[config.mk]
export PLATFORM = sky130hd
export DESIGN_NAME = memory_arbiter
export DESIGN_NICKNAME = d
export VERILOG_FILES = /design/src/rtl/memory_arbiter.sv
export SDC_FILE = /design/constraint.sdc
export NUM_CORES = 1
export LEC_CHECK = 0
export BUFFER_PORTS_ARGS = -buffer_cell sky130_fd_sc_hd__buf_2
export CORE_MARGIN = 3
export CORE_UTILIZATION = 27
export CTS_CLUSTER_SIZE = 16
export DETAILED_ROUTE_END_ITERATION = 6
export GPL_ROUTABILITY_DRIVEN = 0
export GPL_TIMING_DRIVEN = 0
export PLACE_DENSITY = 0.7
export SKIP_CTS_REPAIR_TIMING = 1
export SLEW_MARGIN = 10
export SYNTH_ARGS = -nofsm -noshare
export SYNTH_HDL_FRONTEND = slang
export SYNTH_SLANG_ARGS = --single-unit
[constraint.sdc]
create_clock -name clk -period 2.4 [get_ports clk]
set_input_delay 0.48 -clock clk [delete_from_list [all_inputs] [get_ports clk]]
set_output_delay 0.48 -clock clk [all_outputs]
set_load 0.03 [all_outputs]
[src/rtl/memory_arbiter.sv]
// memory_arbiter: shares one memory (separate write and read ports) between an
// instruction-fetch read client and a data load/store client.
//   clk, reset          : sole clock, asynchronous active-high reset
//   if_addr/if_valid    : fetch request in; if_ready/if_data : completion/read data out
//   d_addr/d_wdata/d_we/d_valid : load/store request in; d_ready/d_rdata : completion out
//   mem_in_*            : memory write port (addr, data, valid out; ready in)
//   mem_out_*           : memory read port (addr, valid out; ready, data in)
// One transaction is in flight at a time, with one IDLE cycle between transactions.
module memory_arbiter #(
   parameter bit ROUND_ROBIN = 1'b1
) (
   input  logic        clk,
   input  logic        reset,
   // instruction-fetch read port
   input  logic [31:0] if_addr,
   input  logic        if_valid,
   output logic        if_ready,
   output logic [31:0] if_data,
   // data load/store port
   input  logic [31:0] d_addr,
   input  logic [31:0] d_wdata,
   input  logic        d_we,
   input  logic        d_valid,
   output logic        d_ready,
   output logic [31:0] d_rdata,
   // memory write port
   output logic [31:0] mem_in_addr,
   output logic [31:0] mem_in_data,
   output logic        mem_in_valid,
   input  logic        mem_in_ready,
   // memory read port
   output logic [31:0] mem_out_addr,
   output logic        mem_out_valid,
   input  logic        mem_out_ready,
   input  logic [31:0] mem_out_data
);

   localparam int unsigned ADDR_W = 32;
   localparam int unsigned DATA_W = 32;

   typedef enum logic [1:0] {
      ST_IDLE  = 2'd0,
      ST_FETCH = 2'd1,
      ST_LOAD  = 2'd2,
      ST_STORE = 2'd3
   } state_t;

   state_t            state_q, state_d;
   logic              last_data_q, last_data_d;   // 1 = data client was granted last
   logic [ADDR_W-1:0] addr_q, addr_d;
   logic [DATA_W-1:0] wdata_q, wdata_d;
   logic              grant_data;

   // State and request registers
   always_ff @(posedge clk or posedge reset) begin
      if (reset) begin
         state_q     <= ST_IDLE;
         last_data_q <= 1'b0;
         addr_q      <= '0;
         wdata_q     <= '0;
      end else begin
         state_q     <= state_d;
         last_data_q <= last_data_d;
         addr_q      <= addr_d;
         wdata_q     <= wdata_d;
      end
   end

   // Arbitration and transaction sequencing
   always_comb begin
      state_d     = state_q;
      last_data_d = last_data_q;
      addr_d      = addr_q;
      wdata_d     = wdata_q;
      grant_data  = 1'b0;
      case (state_q)
         ST_IDLE: begin
            // Data wins when alone, when fixed-priority, or when fetch was served last.
            grant_data = d_valid && (!if_valid || !ROUND_ROBIN || !last_data_q);
            if (grant_data) begin
               addr_d = d_addr;
               if (d_we) begin
                  state_d = ST_STORE;
                  wdata_d = d_wdata;
               end else begin
                  state_d = ST_LOAD;
               end
            end else if (if_valid) begin
               addr_d  = if_addr;
               state_d = ST_FETCH;
            end
         end
         ST_FETCH: begin
            if (mem_out_ready) begin
               state_d     = ST_IDLE;
               last_data_d = 1'b0;
            end
         end
         ST_LOAD: begin
            if (mem_out_ready) begin
               state_d     = ST_IDLE;
               last_data_d = 1'b1;
            end
         end
         ST_STORE: begin
            if (mem_in_ready) begin
               state_d     = ST_IDLE;
               last_data_d = 1'b1;
            end
         end
         default: state_d = ST_IDLE;
      endcase
   end

   // Memory side: valids decode the state, address/data only from request registers
   assign mem_out_valid = (state_q == ST_FETCH) || (state_q == ST_LOAD);
   assign mem_in_valid  = (state_q == ST_STORE);
   assign mem_out_addr  = addr_q;
   assign mem_in_addr   = addr_q;
   assign mem_in_data   = wdata_q;

   // Client side: ready follows only the memory port owned by the current state
   assign if_ready = (state_q == ST_FETCH) && mem_out_ready;
   assign d_ready  = ((state_q == ST_LOAD) && mem_out_ready) ||
                     ((state_q == ST_STORE) && mem_in_ready);
   assign if_data  = mem_out_data;
   assign d_rdata  = mem_out_data;

endmodule

# Yosys cells after proc, flatten, opt, wreduce, memory -nomap -nowiden
# Cells that the tools add are included.
[totals] input_bits=135 elab_cells=41 register_bits=67 output_inout_bits=164
[classes] muxes=12 n_eq_ne=8 n_reduce_logical=17
[ops] op="two-way mux 32 bit" n=2
[ops] op="two-way mux 2 bit" n=4
[ops] op="case mux 2 bit (3 select lines)" n=1
[ops] op="AND reduction 3 bit" n=2
[ops] op="== test 2 bit, second input constant" n=2
[ops] op="logical AND 1 bit" n=4
[ops] op="two-way mux 1 bit" n=4
[ops] op="inequality test 2 x 1 -> 1 bit, second input constant" n=2
[ops] op="inequality test 2 bit, second input constant" n=2
[ops] op="AND reduction 4 bit" n=1
[ops] op="logical OR 1 bit" n=3
[ops] op="inequality test 3 bit, second input constant" n=1
[ops] op="case mux 1 bit (3 select lines)" n=1
[ops] op="nonzero test 3 bit" n=1
[ops] op="== test 2 x 1 -> 1 bit, second input constant" n=1
[ops] op="zero test 1 bit" n=2
[ops] op="zero test 2 bit" n=1
[ops] op="AND reduction 2 bit" n=1
[ops] op="nonzero test 2 bit" n=1
[ops] op="OR reduction 2 bit" n=1

# Longest topological paths before layout
# Gate-level depths: netlist of the first run.
[depth] depth_word=5 ltp_mapped=6 mapped_depth_nobuf=5

# Least setup slack after synthesis of the first run
# No wires, ideal clock.
[synth_timing] path_type="reg-to-output" from="register state_q[0]" to="output port d_ready" path_buffers=0 required_time_ns=1.920 path_stages_with_launch=3 arrival_time_ns=1.117 slack_ns=0.803 cell_sequence="dfrtp_1 > ha_1 > a22o_1"
[synth_between] elab_chain_cells=3 elab_cells_between_ends=5 classes_between="eq/ne: 2; reduce/logical: 3"
[synth_rtl] element="start: declaration" line_no="48" text="state_t state_q, state_d;"
[synth_rtl] element="start signal: assignment" line_no="62" text="state_q <= state_d;"
[synth_rtl] element="== test 2 bit"
[synth_rtl] element="named net mem_in_valid" line_no="29" text="output logic mem_in_valid,"
[synth_rtl] element="logical AND 1 bit" line_no="125" text="((state_q == ST_STORE) && mem_in_ready);"
[synth_rtl] element="logical OR 1 bit" line_no="124" text="assign d_ready = ((state_q == ST_LOAD) && mem_out_ready) ||"
[synth_rtl] element="end: declaration" line_no="24" text="output logic d_ready,"
# The timed path passes the listed nets, and every way through them passes these cells.

# Final worst setup path of the first run
[layout_timing] from="register state_q[0]" to="register addr_q[3] (netlist: mem_in_addr[3])"
[layout_between] elab_chain_cells=2
[layout_rtl] element="zero test 2 bit" line_no="76" text="case (state_q)"
[layout_rtl] element="AND reduction 2 bit (no source line)"
[layout_rtl] element="end signal: assignment" line_no="64" text="addr_q <= addr_d;"
[layout_rtl] element="end: declaration" line_no="50" text="logic [ADDR_W-1:0] addr_q, addr_d;"
# Every way passes these cells.
# A chain may end at the register's enable or synchronous reset.

==> impl_metrics.json, run 1 <==
{
  "initial_core_util": 0.279,
  "track_usage": 0.136,
  "status": "finished clean",
  "drv_slew": 0,
  "p_comb_frac": 0.575,
  "cp_data_required_time_ps": 2640,
  "die_height_um": 123,
  "r2r-start": "state_q[0]$_DFFE_PP0P_",
  "die_area_sq_um": 15200,
  "fin_crit_ps": 1940,
  "power_density_nw_per_um2": 1480,
  "overflow": 0,
  "grtUsageMet1": 0.162,
  "yosysWarnings": 0,
  "dr.pass1.iters": 4,
  "fin_util": 0.422,
  "synth_seq_cells": 67,
  "post-route-period-util": 0.809,
  "syn_area_sq_um": 3720,
  "synth.distinct_cells": 25,
  "rsz0062_at_grt": "no",
  "final_antenna_net_count": 0,
  "synthXorXnorAreaFrac": 0,
  "worstPathArrival_ps": 2190,
  "crit_family": "buffers and inverters",
  "h-tree-depth": 3,
  "fin_setup_tns_ps": 0,
  "path_class": "flop to flop",
  "crit_fanout": 10,
  "drtIter0Drc": 107,
  "grt_max_degree": 45,
  "rr_worst_depth": 6,
  "p_total_uw": 8310,
  "irDropWorstVdd_v": 0.000662,
  "clkTransAtPathRegs_ps": 60,
  "core.rowCount": 42,
  "p_sw_uw": 3870,
  "p_leak_uw": 0.00305,
  "fin_skew_ps": 9.91,
  "place_inst": 810,
  "use_met2": 0.245,
  "vias_per_cell": 4.22,
  "fin_area_sq_um": 5630,
  "cts_tree": "yes",
  "cts.sinks": 67,
  "diodes": 0,
  "place_area_sq_um": 5310,
  "slowest_stage": "clkbuf_1",
  "slowest_delay_ps": 550,
  "multi_input_area_sq_um": 1220,
  "coreArea_sq_um": 13300,
  "regArea_sq_um": 1680,
  "clockRootBuffer": "clkbuf_16",
  "synth_fa_ha_area_frac": 0.0134,
  "synth_simple_gate_area_frac": 0.0726,
  "drive_gt1_frac": 0.644,
  "area_delta_synth_final_pct": 51.2,
  "port_buffers": 266,
  "met3_usage": 0.0215,
  "p_clk_frac": 0.173,
  "synth_top_family_by_area": "buffers and inverters",
  "drcViolationCount": 0,
  "cpMostUsedCell": "a21oi_1",
  "clockBufferDepth": 2,
  "setup-violations-final": 0,
  "p_int_uw": 4440,
  "post-dp-hpwl_um": 8680,
  "busiest_layer": "met2",
  "fin_cells": 825,
  "power_frac_seq": 0.252,
  "vias": 3483,
  "die_x_um": 123,
  "pin_count": 299,
  "clock.fmax_ghz": 0.515,
  "final_hold_viol_count": 0,
  "r2r_end": "mem_in_addr[3]$_DFFE_PP0P_",
  "fillers": 1328,
  "endpoint_kind": "flop",
  "avgSynthCellArea_sq_um": 10.1,
  "path_cells": "inv_1 > ha_1 > o21ai_1 > clkbuf_1 > a21oi_1 > a21oi_1",
  "synth.mux.area_fraction": 0.127,
  "drv_cap": 0,
  "grt_pass1_vias": 3230,
  "wirelength_um": 11100,
  "grt_pass1_wl_um": 16100,
  "cts_made_buffers": 9,
  "swShare": 0.466,
  "path_buf_inv": 2,
  "routedWlPerCell_um": 13.5,
  "slew_headroom": 0.577,
  "seq_area_frac_synth": 0.450,
  "tightest_slew_ps": 634,
  "rrSetupSlack_ps": 460,
  "antenna_found_initial": 0,
  "clock_latency_ps": 320,
  "crit_path_start_kind": "flop",
  "nNetsFinal": 784,
  "synth-compound-area-share": 0.114,
  "min_path_type": "input pin to asynchronous set/reset pin",
  "syn_nets": 506,
  "synth_cells": 367
}
[cells in the mapped netlist]
cell type / count / area share
o32ai_1: 4 / 0.0094
buf_6: 3 / 0.0091
a2111oi_0: 1 / 0.0024
and2_1: 1 / 0.0017
and3_1: 1 / 0.0017
o21a_1: 1 / 0.0020
buf_4: 97 / 0.20
a21oi_1: 64 / 0.086
o21ai_1: 1 / 0.0013
ha_1: 4 / 0.013
a221oi_1: 1 / 0.0024
buf_1: 2 / 0.0020
a22o_1: 1 / 0.0024
a21boi_2: 1 / 0.0030
nor2_1: 35 / 0.035
mux2_2: 2 / 0.0060
inv_1: 5 / 0.0050
nor2b_1: 1 / 0.0017
mux2_4: 30 / 0.12
a21bo_2: 1 / 0.0027
buf_2: 1 / 0.0013
nand2_1: 32 / 0.032
clkbuf_1: 10 / 0.010
a21o_1: 1 / 0.0020
dfrtp_1: 67 / 0.45
[state kept, by name (all words and copies together) (netlist names)]
| name | flops |
|---|---|
| last_data_q | 1 |
| mem_in_addr | 32 |
| mem_in_data | 32 |
| state_q | 2 |
[final cells by class]
cell class | instances | share of cell area
plain buffers | 113 | 0.144
clock buffers | 11 | 0.0449
clock inverters | 4 | 0.0131
inverters | 5 | 0.00378
multi-input cells | 182 | 0.216
flip-flops and latches | 67 | 0.298
well taps | 176 | 0.0391
repair buffers | 267 | 0.241
[kinds of logic after synthesis]
group	Yosys count
compound gates	76
fa+ha+maj	4
flops	67
buf+inv	118
mux	32
simple gates	70
[worst register-to-register path, cell delays in order, from the launching register on]
cell	delay [ps]
dfrtp_1	370
inv_1	80
ha_1	270
o21ai_1	310
clkbuf_1	550
a21oi_1	110
a21oi_1	170
[power by group through the flow]
| stage | logic [uW] | clock network (uW) | registers (uW) |
|---|---|---|---|
| final | 4780 | 1440 | 2100 |
| after global routing | 5120 | 1530 | 2180 |
| after CTS | 4840 | 1480 | 2110 |
| after detailed placement | 4830 | 0 | 2110 |
| after global placement | 4790 | 0 | 2100 |
| after floorplan | 2410 | 0 | 3170 |
[routing by layer]
layer / share of wire / wire length (um)
met1: 0.37 / 4180
met4: 0.014 / 153
met5: 0 / 0
met2: 0.52 / 5790
met3: 0.092 / 1030
[metrics by stage]
stage	hold WS [ps]	worst slack, ps
CTS	131	416
floorplan	530	237
finish	128	458
global placement	485	-721
global route	146	295
detailed placement	485	431
[worst max path at each step]
stage	cells after the start	endpoint	from	slack, ps
after floorplan	1	last_data_q$_DFFE_PP0P_	reset	240
after global placement	2	mem_in_addr[28]$_DFFE_PP0P_	reset	-720
after detailed placement	5	mem_in_addr[3]$_DFFE_PP0P_	d_valid	430
after CTS	6	mem_in_addr[3]$_DFFE_PP0P_	state_q[0]$_DFFE_PP0P_	420
after global routing	6	mem_in_addr[3]$_DFFE_PP0P_	state_q[0]$_DFFE_PP0P_	300
final	6	mem_in_addr[3]$_DFFE_PP0P_	state_q[0]$_DFFE_PP0P_	460
[cells in the final DEF, fill, tap and decap left out, drive strengths merged, types with 4 or more instances in the layout]
master / instances
dfrtp: 67
mux2: 32
nor2: 35
ha: 4
inv: 5
nand2: 32
a21oi: 64
clkbuf: 21
o32ai: 4
buf: 370
No activity file was read; power rests on OpenSTA's default activity.
==> run 2: changes to the inputs <==
--- a/config.mk
+++ b/config.mk
@@ -5,6 +5,7 @@
 export SDC_FILE = /design/constraint.sdc
 export NUM_CORES = 1
 export LEC_CHECK = 0
+export ABC_AREA = 1
 export BUFFER_PORTS_ARGS = -buffer_cell sky130_fd_sc_hd__buf_2
 export CORE_MARGIN = 3
 export CORE_UTILIZATION = 27
@@ -12,7 +13,7 @@
 export DETAILED_ROUTE_END_ITERATION = 6
 export GPL_ROUTABILITY_DRIVEN = 0
 export GPL_TIMING_DRIVEN = 0
-export PLACE_DENSITY = 0.7
+export PLACE_DENSITY = 0.68
 export SKIP_CTS_REPAIR_TIMING = 1
 export SLEW_MARGIN = 10
 export SYNTH_ARGS = -nofsm -noshare
==> constraint.sdc (replaced) <==
create_clock -name clk -period 1.85 [get_ports clk]
set_input_delay 0.37 -clock clk [delete_from_list [all_inputs] [get_ports clk]]
set_output_delay 0.37 -clock clk [all_outputs]
set_load 0.03 [all_outputs]
==> impl_metrics.json, run 2 <==
{
  "slowest_delay_ps": 420,
  "yosysWarnings": 0,
  "cts.sinks": 67,
  "p_sw_uw": 5320,
  "wirelength_um": 13000,
  "seq_area_frac_synth": 0.414,
  "synth_cells": 521,
  "final_antenna_net_count": 0,
  "clkTransAtPathRegs_ps": 60,
  "clock.fmax_ghz": 0.577,
  "crit_path_start_kind": "flop",
  "syn_nets": 660,
  "syn_area_sq_um": 4050,
  "diodes": 0,
  "p_comb_frac": 0.570,
  "grt_max_degree": 37,
  "clockRootBuffer": "clkbuf_16",
  "p_clk_frac": 0.179,
  "die_height_um": 128,
  "post-route-period-util": 0.937,
  "fin_setup_tns_ps": 0,
  "antenna_found_initial": 1,
  "drive_gt1_frac": 0.503,
  "cp_data_required_time_ps": 1480,
  "status": "finished clean",
  "slew_headroom": 0.483,
  "worstPathArrival_ps": 1360,
  "synth_seq_cells": 67,
  "startpoint": "state_q[0]$_DFFE_PP0P_",
  "cts_made_buffers": 9,
  "coreArea_sq_um": 14600,
  "area_delta_synth_final_pct": 47.9,
  "path_class": "flop to output pin",
  "nNetsFinal": 937,
  "drv_cap": 0,
  "final_cell_mix": "272 x buf_2, 173 x nand2_1, 104 x buf_4, 67 x dfrtp_1, 42 x inv_1",
  "r2r-start": "state_q[1]$_DFFE_PP0P_",
  "post-dp-hpwl_um": 10200,
  "grt_pass1_wl_um": 19300,
  "rr_worst_depth": 7,
  "rsz0062_at_grt": "no",
  "fin_skew_ps": 6.51,
  "synth.distinct_cells": 18,
  "power_density_nw_per_um2": 1820,
  "slowest_stage": "dfrtp_1",
  "h-tree-depth": 3,
  "clockBufferDepth": 2,
  "swShare": 0.488,
  "final_hold_viol_count": 0,
  "final_common_cell": "buf_2",
  "endpoint_kind": "output pin",
  "fin_crit_ps": 1730,
  "grt_pass1_vias": 3788,
  "synthArstFlopShare": 1.00,
  "p_leak_uw": 0.00359,
  "synth.top_cell.area_share": 0.414,
  "r2r_end": "mem_in_addr[0]$_DFFE_PP0P_",
  "track_usage": 0.150,
  "yosysTopAreaCell": "dfrtp_1",
  "ys_top_cells_by_area": "dfrtp_1 41%, buf_4 19%, nand2_1 16%, nand3b_1 5.9%, nand3_1 4.6%",
  "fin_util": 0.411,
  "overflow": 0,
  "cts_tree": "yes",
  "die_x_um": 128,
  "p_int_uw": 5590,
  "pin_count": 299,
  "yosys-top-cells-count": "174 x nand2_1, 103 x buf_4, 67 x dfrtp_1, 44 x inv_1, 37 x nand3_1",
  "irDropWorstVdd_v": 0.000891,
  "synth_edf_count": 0,
  "avgSynthCellArea_sq_um": 7.77,
  "synth.most_common_cell": "nand2_1",
  "drtIter0Drc": 180,
  "initial_core_util": 0.278,
  "vias": 4131,
  "die_area_sq_um": 16500,
  "core.rowCount": 44,
  "rrSetupSlack_ps": 190,
  "vias_per_cell": 4.19,
  "crit_fanout": 4,
  "path_cells": "inv_2 > ha_1 > inv_1 > o22ai_2 > buf_4",
  "tightest_slew_ps": 775,
  "drcViolationCount": 0,
  "synth_ff_type": "dfrtp_1",
  "power_frac_seq": 0.251,
  "dr.pass1.iters": 4,
  "min_path_type": "input pin to asynchronous set/reset pin",
  "routedWlPerCell_um": 13.2,
  "p_total_uw": 10900,
  "clock_latency_ps": 330,
  "port_buffers": 265,
  "setup-violations-final": 0,
  "drv_slew": 0
}
## run 2: cell count changes in the layout (fill, tap and decap cells not counted), sizes merged, moves of 4 or more
cell,previous run,this run
nand2,32,176
a21oi,64,1
inv,5,44
nand3,0,37
mux2,32,0
nand3b,0,32
nor2,35,3
o21ai,1,33
buf,370,379
o32ai,4,0
## run 2: power groups by stage
stage,sequential [uW],combinational [uW],clock (uW)
after floorplan,4090,3040,0
after global placement,2730,6200,0
after detailed placement,2740,6280,0
after CTS,2740,6270,2000
after global routing,2840,6710,2080
final,2730,6220,1950
## run 2: cell families after synthesis
logic type      share of synthesized area
flops                               0.414
compound gates                     0.0436
simple gates                        0.275
fa+ha+maj                          0.0124
buf+inv                             0.255
## run 2: worst max-delay path, delay by kind of cell (launching register included)
| family | cells | cell delay, ps |
|---|---|---|
| buf+inv | 3 | 320 |
| flops | 1 | 420 |
| fa+ha+maj | 1 | 150 |
| compound gates | 1 | 150 |
## run 2: per-stage QoR
| step | setup WS [ps] | std cells | hold slack (ps) | area (sq um) |
|---|---|---|---|---|
| detailed placement | 54.9 | 971 | 464 | 5630 |
| CTS | 39.3 | 987 | 165 | 5970 |
| floorplan | 121 | 521 | 460 | 4050 |
| finish | 116 | 987 | 161 | 5990 |
| global placement | 41.4 | 970 | 458 | 5610 |
| global route | 6.11 | 987 | 212 | 5990 |
## run 2: final cells by class
cell class              instances  area (sq um)
flip-flops and latches         67          1680
repair buffers                266          1350
inverters                      45           173
multi-input cells             287          1360
clock inverters                 5           100
plain buffers                 122           866
well taps                     184           230
clock buffers                  11           243
fillers                      1521          8600
## run 2: worst max path at each step
stage / endpoint / slack, ps
6_report: d_ready / 120
5_1_grt: mem_in_addr[0]$_DFFE_PP0P_ / 6
4_1_cts: mem_in_data[12]$_DFFE_PP0P_ / 40
3_5_place_dp: mem_in_data[12]$_DFFE_PP0P_ / 50
3_3_place_gp: mem_in_data[19]$_DFFE_PP0P_ / 40
2_1_floorplan: d_ready / 120
## run 2: routing by layer
metal | part of all wire | vias to the layer above | routed length [um] | GRT usage
li1 | - | 2069 | - | -
met2 | 0.46 | 196 | 5990 | 0.243
met4 | 0.016 | 2 | 210 | 0.0537
met1 | 0.43 | 1846 | 5570 | 0.195
met3 | 0.093 | 18 | 1200 | 0.0361
met5 | 0.0010 | - | 13 | 0
==> run 3: changes to the inputs <==
--- a/config.mk
+++ b/config.mk
@@ -5,7 +5,6 @@
 export SDC_FILE = /design/constraint.sdc
 export NUM_CORES = 1
 export LEC_CHECK = 0
-export ABC_AREA = 1
 export BUFFER_PORTS_ARGS = -buffer_cell sky130_fd_sc_hd__buf_2
 export CORE_MARGIN = 3
 export CORE_UTILIZATION = 27
@@ -13,7 +12,7 @@
 export DETAILED_ROUTE_END_ITERATION = 6
 export GPL_ROUTABILITY_DRIVEN = 0
 export GPL_TIMING_DRIVEN = 0
-export PLACE_DENSITY = 0.68
+export PLACE_DENSITY = 0.7
 export SKIP_CTS_REPAIR_TIMING = 1
 export SLEW_MARGIN = 10
 export SYNTH_ARGS = -nofsm -noshare
==> impl_metrics.json, run 3 (synthesis gave the netlist of run 1 again) <==
{
  "status": "finished clean",
  "hold_ws_ps": 159,
  "fin_setup_tns_ps": 0,
  "post-route-period-util": 0.953,
  "die_height_um": 123,
  "p_comb_frac": 0.583,
  "tightest_slew_ps": 727,
  "die_area_sq_um": 15200,
  "diodes": 0,
  "drcViolationCount": 0,
  "coreArea_sq_um": 13300,
  "crit_path_start_kind": "flop",
  "vias": 3436,
  "die_x_um": 123,
  "cts_tree": "yes",
  "swShare": 0.475,
  "drive_gt1_frac": 0.657,
  "rsz0062_at_grt": "no",
  "clkTransAtPathRegs_ps": 60,
  "drtIter0Drc": 125,
  "power_frac_seq": 0.255,
  "place_inst": 810,
  "grt_pass1_wl_um": 15800,
  "dr.pass1.iters": 4,
  "slowest_delay_ps": 370,
  "drv_slew": 0,
  "fin_crit_ps": 1760,
  "area_delta_synth_final_pct": 50.9,
  "pin_count": 299,
  "grt_max_degree": 38,
  "p_leak_uw": 0.00304,
  "final_common_cell": "buf_2",
  "grt_pass1_vias": 3232,
  "overflow": 0,
  "h-tree-depth": 3,
  "fin_skew_ps": 4.85,
  "initial_core_util": 0.279,
  "cp_data_required_time_ps": 1480,
  "rrSetupSlack_ps": 110,
  "endpoint_kind": "output pin",
  "startpoint": "state_q[0]$_DFFE_PP0P_",
  "place_area_sq_um": 5300,
  "path_cells": "inv_1 > ha_1 > a22o_1 > buf_2",
  "min_path_type": "input pin to asynchronous set/reset pin",
  "grtUsageMet1": 0.162,
  "clock_latency_ps": 320,
  "clock.fmax_ghz": 0.567,
  "p_total_uw": 10700,
  "cts.sinks": 67,
  "setup-violations-final": 0,
  "post-dp-hpwl_um": 8630,
  "path_class": "flop to output pin",
  "slew_headroom": 0.514,
  "clockRootBuffer": "clkbuf_16",
  "worstPathArrival_ps": 1390,
  "vias_per_cell": 4.16,
  "r2r-start": "state_q[0]$_DFFE_PP0P_",
  "path_buf_inv": 2,
  "p_clk_frac": 0.161,
  "slowest_stage": "dfrtp_1",
  "rr_worst_depth": 6,
  "crit_fanout": 4,
  "power_density_nw_per_um2": 1900,
  "track_usage": 0.131,
  "p_int_uw": 5600,
  "fin_cells": 826,
  "r2r_end": "mem_in_data[22]$_DFFE_PP0P_",
  "wirelength_um": 10900,
  "met3_usage": 0.0233,
  "cts_made_buffers": 9,
  "fin_area_sq_um": 5620,
  "crit_family": "flip-flops",
  "drv_cap": 0,
  "p_sw_uw": 5060,
  "clockBufferDepth": 2,
  "final_hold_viol_count": 0,
  "core.rowCount": 42,
  "antenna_found_initial": 0,
  "use_met2": 0.227,
  "final_antenna_net_count": 0,
  "final_cell_mix": "268 x buf_2, 97 x buf_4, 67 x dfrtp_1, 64 x a21oi_1, 35 x nor2_1",
  "port_buffers": 266,
  "busiest_layer": "met2",
  "irDropWorstVdd_v": 0.000848,
  "routedWlPerCell_um": 13.2,
  "nNetsFinal": 784
}
run 3: stage by stage:
step                setup slack [ps]   util
floorplan                        273      -
global placement               -71.9  0.395
detailed placement              -135  0.397
CTS                             -146  0.420
global route                    8.21  0.421
finish                          87.9  0.421
run 3: area by class of cell:
class | count | area [sq um]
multi-input cells | 182 | 1220
clock inverters | 7 | 77.6
flip-flops and latches | 67 | 1680
fillers | 1341 | 7730
plain buffers | 113 | 822
inverters | 5 | 22.5
clock buffers | 9 | 225
well taps | 176 | 220
repair buffers | 267 | 1350
run 3: power by group through the flow:
stage	combinational (uW)	clock (uW)	sequential, uW
detailed placement	6270	0	2740
finish	6220	1720	2720
floorplan	3130	0	4110
global route	6670	1850	2830
CTS	6270	1790	2730
global placement	6190	0	2710
run 3: how the worst max path moves through the flow:
stage	to	slack (ps)	depth (start not counted)
2_1_floorplan	mem_in_data[0]$_DFFE_PP0P_	270	6
3_3_place_gp	mem_in_addr[2]$_DFFE_PP0P_	-70	6
3_5_place_dp	mem_in_addr[2]$_DFFE_PP0P_	-130	6
4_1_cts	mem_in_addr[2]$_DFFE_PP0P_	-150	6
5_1_grt	mem_in_data[22]$_DFFE_PP0P_	8	6
6_report	d_ready	90	4
run 3: routing by layer:
| metal | routed length, um | up-vias |
|---|---|---|
| met5 | 0 | - |
| met4 | 172 | 0 |
| met3 | 1080 | 14 |
| met2 | 5410 | 188 |
| met1 | 4270 | 1553 |
| li1 | - | 1681 |
